File: src/rtl/seg7_pkg.sv
// Shared definitions for the 7-segment scan controller:
// segment patterns (bit 6 = a ... bit 0 = g, active-high) and the scan state type.
package seg7_pkg;

    localparam logic [6:0] SEG_BLANK = 7'b0000000;
    localparam logic [6:0] SEG_0     = 7'b1111110;
    localparam logic [6:0] SEG_1     = 7'b0110000;
    localparam logic [6:0] SEG_2     = 7'b1101101;
    localparam logic [6:0] SEG_3     = 7'b1111001;
    localparam logic [6:0] SEG_4     = 7'b0110011;
    localparam logic [6:0] SEG_5     = 7'b1011011;
    localparam logic [6:0] SEG_6     = 7'b1011111;
    localparam logic [6:0] SEG_7     = 7'b1110000;
    localparam logic [6:0] SEG_8     = 7'b1111111;
    localparam logic [6:0] SEG_9     = 7'b1111011;

    // ON: current digit lit for its dwell; GAP: all digits dark between digits.
    typedef enum logic {
        ON  = 1'b0,
        GAP = 1'b1
    } scan_state_t;

endpackage

File: src/rtl/seg7_scan_ctrl_if.sv
// Data/display bundle for seg7_scan_ctrl.
// Handshake: there is no valid/ready pair here. load is a single-cycle strobe that
// the controller always accepts on the rising edge where it is high; bcd_in is only
// meaningful in that cycle. The display side (seg, an) has no backpressure.
interface seg7_scan_ctrl_if #(
    parameter int NUM_DIGITS = 4
);
    logic                      en;
    logic                      load;
    logic [4*NUM_DIGITS-1:0]   bcd_in;
    logic [6:0]                seg;
    logic [NUM_DIGITS-1:0]     an;
    logic                      frame_done;
    logic                      pending;

    // Producer of BCD data / consumer of the pin drive.
    modport master (
        output en, load, bcd_in,
        input  seg, an, frame_done, pending
    );

    // The scan controller itself.
    modport slave (
        input  en, load, bcd_in,
        output seg, an, frame_done, pending
    );
endinterface

File: src/rtl/seg7_decode.sv
// BCD-to-7-segment decoder, purely combinational. Codes 10-15 render blank.
module seg7_decode
    import seg7_pkg::*;
(
    input  logic [3:0] code,
    output logic [6:0] pattern
);

    // Map one BCD code onto its segment pattern.
    always_comb begin
        pattern = SEG_BLANK;
        case (code)
            4'd0:    pattern = SEG_0;
            4'd1:    pattern = SEG_1;
            4'd2:    pattern = SEG_2;
            4'd3:    pattern = SEG_3;
            4'd4:    pattern = SEG_4;
            4'd5:    pattern = SEG_5;
            4'd6:    pattern = SEG_6;
            4'd7:    pattern = SEG_7;
            4'd8:    pattern = SEG_8;
            4'd9:    pattern = SEG_9;
            default: pattern = SEG_BLANK;
        endcase
    end

endmodule

File: src/rtl/seg7_scan_ctrl.sv
// Time-multiplexed scan controller for a common-cathode multi-digit 7-segment display.
// Each digit is lit for REFRESH_DIV cycles, followed by DEAD_CYCLES dark cycles.
// New data is staged in a shadow register and moved to the displayed register only
// when the scan wraps from the last digit back to digit 0, so a frame never mixes data.
// Optional feature macro: LEADING_ZERO_BLANK_EN (blank leading zero digits above digit 0).
// Outputs are registered from the pre-edge scan position, so the pins lag the
// internal state by one cycle; the scan state is exposed on scan_state.
module seg7_scan_ctrl
    import seg7_pkg::*;
#(
    parameter int NUM_DIGITS  = 4,
    parameter int REFRESH_DIV = 50000,
    parameter int DEAD_CYCLES = 2
) (
    input  logic             clk,
    input  logic             rst,
    seg7_scan_ctrl_if.slave  bus,
    output scan_state_t      scan_state
);

    localparam int CNT_MAX = (REFRESH_DIV > DEAD_CYCLES) ? REFRESH_DIV : DEAD_CYCLES;
    localparam int CNT_W   = $clog2(CNT_MAX + 1);
    localparam int IDX_W   = $clog2(NUM_DIGITS);
    localparam int DATA_W  = 4 * NUM_DIGITS;

    localparam logic [CNT_W-1:0] ON_LAST  = CNT_W'(REFRESH_DIV - 1);
    localparam logic [CNT_W-1:0] GAP_LAST = CNT_W'((DEAD_CYCLES > 0) ? DEAD_CYCLES - 1 : 0);
    localparam logic [IDX_W-1:0] IDX_LAST = IDX_W'(NUM_DIGITS - 1);

    scan_state_t             state;
    logic [IDX_W-1:0]        idx;
    logic [CNT_W-1:0]        div_cnt;
    logic [DATA_W-1:0]       active;
    logic [DATA_W-1:0]       shadow;
    logic                    pending_q;
    logic [6:0]              seg_q;
    logic [NUM_DIGITS-1:0]   an_q;
    logic                    frame_done_q;

    logic                    dwell_end;
    logic                    advance;
    logic                    wrap;
    logic [IDX_W-1:0]        idx_next;
    logic [3:0]              digit_code;
    logic [6:0]              digit_pattern;
    logic [6:0]              lit_pattern;
    logic [NUM_DIGITS-1:0]   an_onehot;
    logic                    upper_zero;

    // Dwell/advance/wrap decisions for the current scan position.
    always_comb begin
        dwell_end = (state == ON) ? (div_cnt == ON_LAST) : (div_cnt == GAP_LAST);
        // With no dead time the ON dwell end advances the digit directly.
        advance   = bus.en && dwell_end && ((state == GAP) || (DEAD_CYCLES == 0));
        wrap      = advance && (idx == IDX_LAST);
        idx_next  = (idx == IDX_LAST) ? '0 : idx + 1'b1;
    end

    // Select the current digit from active data, build its one-hot enable and
    // the leading-zero condition (every digit from idx upward is zero).
    always_comb begin
        digit_code = 4'd0;
        an_onehot  = '0;
        upper_zero = 1'b0;
        for (int i = 0; i < NUM_DIGITS; i++) begin
            if (idx == IDX_W'(i)) begin
                digit_code   = active[4*i +: 4];
                an_onehot[i] = 1'b1;
                upper_zero   = (i > 0) && ((active >> (4*i)) == '0);
            end
        end
    end

    seg7_decode u_decode (
        .code    (digit_code),
        .pattern (digit_pattern)
    );

    // Pattern actually driven while the digit is lit.
    always_comb begin
`ifdef LEADING_ZERO_BLANK_EN
        lit_pattern = upper_zero ? SEG_BLANK : digit_pattern;
`else
        lit_pattern = digit_pattern;
`endif
    end

    // Scan FSM: dwell counting, digit advance and registered pin outputs.
    always_ff @(posedge clk) begin
        if (rst) begin
            state        <= ON;
            idx          <= '0;
            div_cnt      <= '0;
            seg_q        <= SEG_BLANK;
            an_q         <= '0;
            frame_done_q <= 1'b0;
        end else begin
            frame_done_q <= wrap;
            if (bus.en && (state == ON)) begin
                an_q  <= an_onehot;
                seg_q <= lit_pattern;
            end else begin
                an_q  <= '0;
                seg_q <= SEG_BLANK;
            end
            if (bus.en) begin
                case (state)
                    ON: begin
                        if (dwell_end) begin
                            div_cnt <= '0;
                            if (DEAD_CYCLES == 0) begin
                                idx <= idx_next;
                            end else begin
                                state <= GAP;
                            end
                        end else begin
                            div_cnt <= div_cnt + 1'b1;
                        end
                    end
                    GAP: begin
                        if (dwell_end) begin
                            div_cnt <= '0;
                            idx     <= idx_next;
                            state   <= ON;
                        end else begin
                            div_cnt <= div_cnt + 1'b1;
                        end
                    end
                    default: begin
                        state   <= ON;
                        div_cnt <= '0;
                    end
                endcase
            end
        end
    end

    // Shadow/active data: loads stage into shadow, wraps publish shadow; a load on
    // the wrap edge goes straight to active so nothing is left pending.
    always_ff @(posedge clk) begin
        if (rst) begin
            active    <= '0;
            shadow    <= '0;
            pending_q <= 1'b0;
        end else if (bus.load) begin
            if (wrap) begin
                active    <= bus.bcd_in;
                pending_q <= 1'b0;
            end else begin
                shadow    <= bus.bcd_in;
                pending_q <= 1'b1;
            end
        end else if (wrap && pending_q) begin
            active    <= shadow;
            pending_q <= 1'b0;
        end
    end

    assign bus.seg        = seg_q;
    assign bus.an         = an_q;
    assign bus.frame_done = frame_done_q;
    assign bus.pending    = pending_q;
    assign scan_state     = state;

endmodule
File: src/flat_wrapper.sv
// flat-port wrapper written by rule: the top's interface ports become plain ports
module seg7_scan_ctrl_flat import seg7_pkg::*;
#(
    parameter int NUM_DIGITS  = 4,
    parameter int REFRESH_DIV = 50000,
    parameter int DEAD_CYCLES = 2
)
  (clk, rst, scan_state, bus_en, bus_load, bus_bcd_in, bus_seg, bus_an, bus_frame_done, bus_pending);
  seg7_scan_ctrl_if #(.NUM_DIGITS(NUM_DIGITS)) bus_i ();
  input  logic clk;
  input  logic rst;
  output scan_state_t scan_state;
  input wire logic [$bits(bus_i.en)-1:0] bus_en;
  input wire logic [$bits(bus_i.load)-1:0] bus_load;
  input wire logic [$bits(bus_i.bcd_in)-1:0] bus_bcd_in;
  output wire logic [$bits(bus_i.seg)-1:0] bus_seg;
  output wire logic [$bits(bus_i.an)-1:0] bus_an;
  output wire logic [$bits(bus_i.frame_done)-1:0] bus_frame_done;
  output wire logic [$bits(bus_i.pending)-1:0] bus_pending;
  assign bus_i.en = bus_en;
  assign bus_i.load = bus_load;
  assign bus_i.bcd_in = bus_bcd_in;
  assign bus_seg = bus_i.seg;
  assign bus_an = bus_i.an;
  assign bus_frame_done = bus_i.frame_done;
  assign bus_pending = bus_i.pending;
  seg7_scan_ctrl #(.NUM_DIGITS(NUM_DIGITS), .REFRESH_DIV(REFRESH_DIV), .DEAD_CYCLES(DEAD_CYCLES)) u_core (.clk(clk), .rst(rst), .bus(bus_i), .scan_state(scan_state));
endmodule
File: config.mk
export PLATFORM = sky130hd
export DESIGN_NAME = seg7_scan_ctrl_flat
export DESIGN_NICKNAME = d
export VERILOG_FILES = /design/src/rtl/seg7_pkg.sv /design/src/rtl/seg7_scan_ctrl_if.sv /design/src/rtl/seg7_decode.sv /design/src/rtl/seg7_scan_ctrl.sv /design/src/flat_wrapper.sv
export SDC_FILE = /design/constraint.sdc
export NUM_CORES = 1
export LEC_CHECK = 0
export BUFFER_PORTS_ARGS = -buffer_cell sky130_fd_sc_hd__buf_2
export CORE_ASPECT_RATIO = 0.75
export CORE_MARGIN = 2
export CORE_UTILIZATION = 40
export DETAILED_ROUTE_END_ITERATION = 6
export SYNTH_ARGS = -nofsm -noshare
export SYNTH_HDL_FRONTEND = slang
export SYNTH_HIERARCHICAL = 1
export SYNTH_SLANG_ARGS = --single-unit
File: constraint.sdc
create_clock -name clk -period 3.25 [get_ports clk]
set_clock_uncertainty 0.2 [all_clocks]
set_input_delay 0.65 -clock clk [delete_from_list [all_inputs] [get_ports clk]]
set_output_delay 0.65 -clock clk [all_outputs]
set_load 0.02 [all_outputs]
==> results.tsv, run 1 <==
stage	metric	value	unit
floorplanning	Initial Utilization	41.36	%
global_routing	grt ovf	0	
worst_hold_path	Hold WC Path Type	reg -> reg	
sta	worst slew pin tran	1.097	ns
synthesis	post-synthesis mux area share	6.988	%
floorplanning	DIE WIDTH	112.4	µm
sta	setup_tns	0	ns
place	Post-DP HPWL	5812	µm
global_routing	global-route wire length before repair	14680	µm
synthesis	syn nets	460	
worst_setup_path	Crit Path Max Fanout	19	
finish	ANT cells	0	
drt	Avg WL per Cell	15.80	µm
drt	Via Count	3118	
clock_network	CTS tree	yes	
synthesis	Adder-Cell Fraction of Synth Area	3.902	%
floorplanning	die area	0.009593	mm²
sta	slew margin rel.	26.68	%
drt	Post-DRT Antenna Nets	0	
worst_setup_path	RR Endpoint	u_core/active[7]$_SDFFE_PP0P_	
drt	DRT Pass-1 Iters	4	
power	pwr dens	474.9	mW/mm²
synthesis	area fraction in compound gates after synthesis	14.33	%
floorplanning	Std-Cell Rows	29	
floorplanning	core area	0.008527	mm²
floorplanning	Vert. Die Dim	85.33	µm
place	Area after DPL	0.003749	mm²
synthesis	Post-Syn Area	0.003527	mm²
drt	Vias per Instance	5.528	
place	routability congestion estimate	0.8363	
power	overall power	1.923	mW
finish	share of cells above drive strength 1	15.35	%
synthesis	post-synthesis xor/xnor area fraction	2.980	%
clock_network	root buf cell	clkbuf_16	
synthesis	Post-synth EDFFs	0	
worst_setup_path	Worst setup EP type	flip-flop	
drt	Post-Route WL	8910	µm
run	Max Cap Viol	0	
power	Max IR drop VDD	0.0003039	V
synthesis	synthesized area per cell	8.222	µm²
sta	Slew Limit Fails	0	
sta	clock period minus worst slack	2.836	ns
clock_network	clock transition at the registers of the reported paths	0.06	ns
synthesis	Unique masters post-synth	41	
global_routing	vias in the first global route	2900	
finish	area grow syn2layout	14.79	%
synthesis	main flop type after synthesis	dfxtp_1	
synthesis	Syn. warnings	6	
worst_hold_path	hold endpoint	u_core/active[14]$_SDFFE_PP0P_	
synthesis	Synth area leader	dfxtp_1	
synthesis	main combinational cell family by area after synthesis	simple AND/OR/NAND/NOR gates	
worst_setup_path	crit path kind	reg -> reg	
finish	Nets	482	
worst_setup_path	Data arrival, critical path	2.84	ns
clock_network	Max Root-Sink Buffers	2	
clock_network	Skew-Pair Late Insertion Delay	0.33	ns
global_routing	largest net degree at the start of global routing	62	
finish	fill count	814	
outcome	status	complete, no violations	
global_routing	gr usage total	19.28	%
synthesis	ys async rst share	0	%
clock_network	CTS Buf Count	9	
synthesis	synth top area cells	dfxtp_1 36%, mux2i_1 5.4%, nand2_1 5.0%	
synthesis	most frequent cells after synthesis	64 x dfxtp_1, 47 x nand2_1, 28 x clkbuf_1, 28 x nor2_1	
drt	DRC	0	
worst_hold_path	worst hold start	u_core/active[14]$_SDFFE_PP0P_	
synthesis	cell with the most instances after synthesis	dfxtp_1	
synthesis	top-area cell type share of the netlist area	36.32	%
clock_network	Post-CTS Resized	0	
place	PortBufs	33	
clock_network	clock sinks	64	
worst_setup_path	setup slack, reg-to-reg	0.41	ns
worst_setup_path	Worst Reg2Reg Path Length in Cells	5	
sta	Final setup viols	0	
sta	RSZ-0062 raised after global routing	false	
synthesis	register area share after synthesis	36.32	%
sta	max frequency	352.6	MHz
finish	final instance area	0.004049	mm²
clock_network	H-tree Lvls	3	
floorplanning	# IOs	34	
drt	drt first-iter violations	251	
power	Static Leak	1.713	nW
synthesis	simple-gate share of the synthesized area	29.66	%
worst_hold_path	Min-Delay Path Depth	2	
synthesis	cells after synthesis	429	
worst_setup_path	Setup crit start kind	flip-flop	
clock_network	CTS Hold Buffers Added	0	
clock_network	postcts setup bufs	0	
sta	Final Hold Violating Endpoints	0	
synthesis	Seq cells post-synth	64	
global_routing	initial antenna violation count	0	
worst_setup_path	data required time of the worst path	3.26	ns
worst_setup_path	reg2reg start	u_core/div_cnt[4]$_SDFFE_PP0P_	
sta	Final Cycle Share	87.28	%
-- state kept, by name, summed over array words and instances, names as in the netlist --
register               cells
u_core/scan_state          1
u_core/active             16
u_core/div_cnt            16
u_core/bus.pending         1
u_core/shadow             16
u_core/idx                 2
u_core/bus.an              4
u_core/bus.frame_done      1
u_core/bus.seg             7
-- cells by family after synthesis --
group | count (synthesis)
muxes | 24
AOI/OAI and AO/OA | 81
and+or+nand+nor | 195
DFF | 64
xor gates and xnor gates | 12
adders and majority gates | 11
buffers and inverters | 42
-- critical path, cell delays in order (launching register included) --
cell,delay (ns)
dfxtp_1,0.35
or4_4,0.56
or4_4,0.67
or4_1,0.54
buf_4,0.24
mux2i_1,0.15
-- stage by stage --
step	cells	setup WS (ns)	hold WS (ns)	util, %
finish	564	0.4135	0.2603	47.48
global route	564	0.2782	0.2840	47.48
CTS	564	0.4203	0.2625	47.48
detailed placement	548	0.3807	0.2535	43.96
global placement	548	0.4217	0.2454	43.96
floorplan	429	0.3909	0.2381	-
-- power by group --
| group | leakage (nW) | switching (mW) | internal (mW) |
|---|---|---|---|
| logic | 1.04 | 0.0720 | 0.0562 |
| registers | 0.521 | 0.0109 | 0.805 |
| clock network | 0.150 | 0.346 | 0.633 |
-- how the worst max path moves through the flow --
stage                                         from                             end  slack (ns)  depth (start not counted)
floorplan                                   bus_en  u_core/active[10]$_SDFFE_PP0P_        0.39                          8
global placement                            bus_en   u_core/active[5]$_SDFFE_PP0P_        0.42                          6
detailed placement                          bus_en   u_core/active[6]$_SDFFE_PP0P_        0.38                          6
CTS                 u_core/div_cnt[4]$_SDFFE_PP0P_   u_core/active[6]$_SDFFE_PP0P_        0.42                          5
global route            u_core/idx[1]$_SDFFE_PP0P_    u_core/bus.seg[1]$_SDFF_PP0_        0.28                         11
finish              u_core/div_cnt[4]$_SDFFE_PP0P_   u_core/active[7]$_SDFFE_PP0P_        0.41                          5
-- cells in the final DEF, fill, tap and decap left out, types with 13 or more instances in the layout --
cell type	instances
nor2_1	28
o21ai_0	24
dfxtp_1	64
mux2i_1	19
nor2b_1	16
a21oi_1	20
nand3_1	24
buf_2	33
a21o_1	13
nand2_1	47
nand4_1	19
-- per-layer routing --
metal / vias up / GRT usage (%) / routed length (µm) / part of all wire, %
li1: 1552 / - / - / -
met1: 1474 / 27.40 / 4500 / 51
met2: 83 / 28.86 / 3820 / 43
met3: 9 / 5.571 / 514 / 5.8
met4: 0 / 4.878 / 74 / 0.83
met5: - / 0 / 0 / 0
-- cell type report --
class	count	area (µm²)	share of cell area, %
Multi-Input combinational cell	323	2047	50.56
Tap cell	108	135.1	3.337
Clock inverter	3	40.04	0.9889
Inverter	8	30.03	0.7417
Clock buffer	13	260.3	6.428
Timing Repair Buffer	45	255.2	6.304
Sequential cell	64	1281	31.64
Power figures use the tool's default switching activity.
==> inputs of run 2 (changes only) <==
--- a/config.mk
+++ b/config.mk
@@ -5,11 +5,12 @@
 export SDC_FILE = /design/constraint.sdc
 export NUM_CORES = 1
 export LEC_CHECK = 0
-export BUFFER_PORTS_ARGS = -buffer_cell sky130_fd_sc_hd__buf_2
+export BUFFER_PORTS_ARGS = -buffer_cell sky130_fd_sc_hd__buf_4
 export CORE_ASPECT_RATIO = 0.75
 export CORE_MARGIN = 2
 export CORE_UTILIZATION = 40
 export DETAILED_ROUTE_END_ITERATION = 6
+export SETUP_SLACK_MARGIN = 0.5
 export SYNTH_ARGS = -nofsm -noshare
 export SYNTH_HDL_FRONTEND = slang
 export SYNTH_HIERARCHICAL = 1
==> run 2 against run 1 <==
Global-route usage shrank 0.63 points. First-iteration DRC count is 24% lower. Core utilization increased by 1.6 points. Power rose by 4.8%. Flip-flop and latch count unchanged. Combinational power is 6% higher. Hold slack lost 0.00084 ns. Final area grew 3.3%. Routed wire length decreased by 4.8%. Fmax is 6.9% higher. Sequential power about the same. Critical path type unchanged. Highest routed layer unchanged.
==> results.tsv, run 2 (synthesized netlist as in run 1, its figures left out) <==
stage	metric	value	unit
outcome	status	complete, no violations	
finish	share of cells above drive strength 1	15.79	%
sta	Final Hold Violating Endpoints	0	
global_routing	largest net degree at the start of global routing	63	
sta	Final WS setup	0.5973	ns
finish	commonest non-fill, non-tap cell in the layout	dfxtp_1	
global_routing	initial antenna violation count	0	
sta	clock period minus worst slack	2.653	ns
sta	worst slew pin tran	1.085	ns
floorplanning	Vert. Die Dim	85.33	µm
sta	max frequency	377.0	MHz
floorplanning	# IOs	34	
finish	Finished Layout Cells	564	
place	Area after DPL	0.003824	mm²
power	pwr dens	482.0	mW/mm²
worst_setup_path	Worst Path Buf+Inv	0	
clock_network	root buf cell	clkbuf_16	
finish	Largest regs	u_core/active: 16 flops, u_core/div_cnt: 16 flops, u_core/shadow: 16 flops	
finish	ANT cells	0	
drt	Via Count	3105	
worst_setup_path	Setup crit start kind	flip-flop	
floorplanning	core area	0.008527	mm²
clock_network	CTS Hold Buffers Added	0	
floorplanning	Initial Utilization	41.36	%
power	Max IR drop VDD	0.0002642	V
worst_setup_path	Crit Path Max Fanout	5	
place	Setup WS pre-CTS	0.4066	ns
worst_setup_path	critical-path cell list	or4_4, or3_1, nor4b_1, mux2_2	
worst_setup_path	Worst setup EP type	flip-flop	
worst_setup_path	data required time of the worst path	3.26	ns
sta	RSZ-0062 raised after global routing	false	
run	Max Cap Viol	0	
finish	Nets	482	
worst_hold_path	Hold WC Path Type	reg -> reg	
worst_setup_path	slowest cell on the critical path	nor4b_1	
finish	final core area utilization	49.04	%
worst_setup_path	Critical Path Max Stage Delay	0.61	ns
worst_setup_path	crit path kind	reg -> reg	
clock_network	CTS tree	yes	
drt	DRT Pass-1 Iters	5	
clock_network	Skew-Pair Late Insertion Delay	0.33	ns
place	Post-DP HPWL	5678	µm
sta	setup_tns	0	ns
sta	Slew Limit Fails	0	
floorplanning	Std-Cell Rows	29	
power	Static Leak	1.744	nW
clock_network	CTS Buf Count	9	
power	overall power	2.016	mW
drt	Vias per Instance	5.505	
finish	commonest non-fill, non-tap cells in the layout	64 x dfxtp_1, 47 x nand2_1, 45 x buf_4	
drt	Post-Route WL	8482	µm
global_routing	global-route wire length before repair	14210	µm
sta	slew margin rel.	27.49	%
floorplanning	die area	0.009593	mm²
worst_setup_path	Crit path max-delay family	simple AND/OR/NAND/NOR gates	
drt	DRC	0	
clock_network	Max Root-Sink Buffers	2	
finish	area grow syn2layout	18.55	%
clock_network	H-tree Lvls	3	
global_routing	gr usage total	18.65	%
finish	final instance area	0.004182	mm²
place	routability congestion estimate	0.8462	
place	PortBufs	33	
drt	drt first-iter violations	190	
global_routing	vias in the first global route	2844	
worst_setup_path	Data arrival, critical path	2.67	ns
place	Post-Place Cells	547	
sta	Min Hold Slack	0.2594	ns
drt	Avg WL per Cell	15.04	µm
clock_network	clock sinks	64	
floorplanning	DIE WIDTH	112.4	µm
sta	Final setup viols	0	
global_routing	grt ovf	0	
clock_network	clock transition at the registers of the reported paths	0.05	ns
drt	Post-DRT Antenna Nets	0	
sta	Final Cycle Share	81.62	%
-- run 2: cell types whose count changed in the layout (fill, tap and decap cells not counted), sizes merged --
| cell | change |
|---|---|
| clkinv | -2 |
| bufinv | +1 |
| clkbuf | +1 |
-- run 2: layer usage --
metal	global-route usage [%]	part of all wire (%)	up-vias
li1	-	-	1544
met4	4.435	0.93	0
met1	26.12	50	1446
met2	27.98	44	108
met3	6.071	5.3	7
met5	0	0	-
-- run 2: where the power goes --
part | switching [mW] | internal (mW) | leakage [nW]
sequential | 0.0114 | 0.806 | 0.521
combinational | 0.0710 | 0.0646 | 1.06
clock | 0.329 | 0.734 | 0.163
-- run 2: worst paths after layout --
path / startpoint / end / slack [ns] / depth (start not counted)
worst max-delay path: u_core/div_cnt[4]$_SDFFE_PP0P_ / u_core/idx[0]$_SDFFE_PP0P_ / 0.60 / 4
worst min-delay path: u_core/active[13]$_SDFFE_PP0P_ / u_core/active[13]$_SDFFE_PP0P_ / 0.26 / 2
worst max register to register: u_core/div_cnt[4]$_SDFFE_PP0P_ / u_core/idx[0]$_SDFFE_PP0P_ / 0.60 / 4
worst min register to register: u_core/active[13]$_SDFFE_PP0P_ / u_core/active[13]$_SDFFE_PP0P_ / 0.26 / 2
-- run 2: final cells by class --
cell class                 count  area, µm²
tap                          108      135.1
multi-input combinational    323       2063
timing repair buffer          45      337.8
sequential                    64       1281
clock inverter                 2      60.06
fill                         828       4345
inverter                       8      30.03
clock buffer                  14      274.0
-- run 2: worst reg2reg max path: cells and delay by family (launching register included) --
family           cells  cell delay [ns]
AND/OR/NAND/NOR      3             1.59
multiplexers         1             0.40
flip-flops           1             0.35
-- run 2: timing repair --
item,in CTS,in global routing
endpoints found under the setup margin,16,6
setup buffers,1,0
gates resized for setup,2,2
pin swaps,1,0
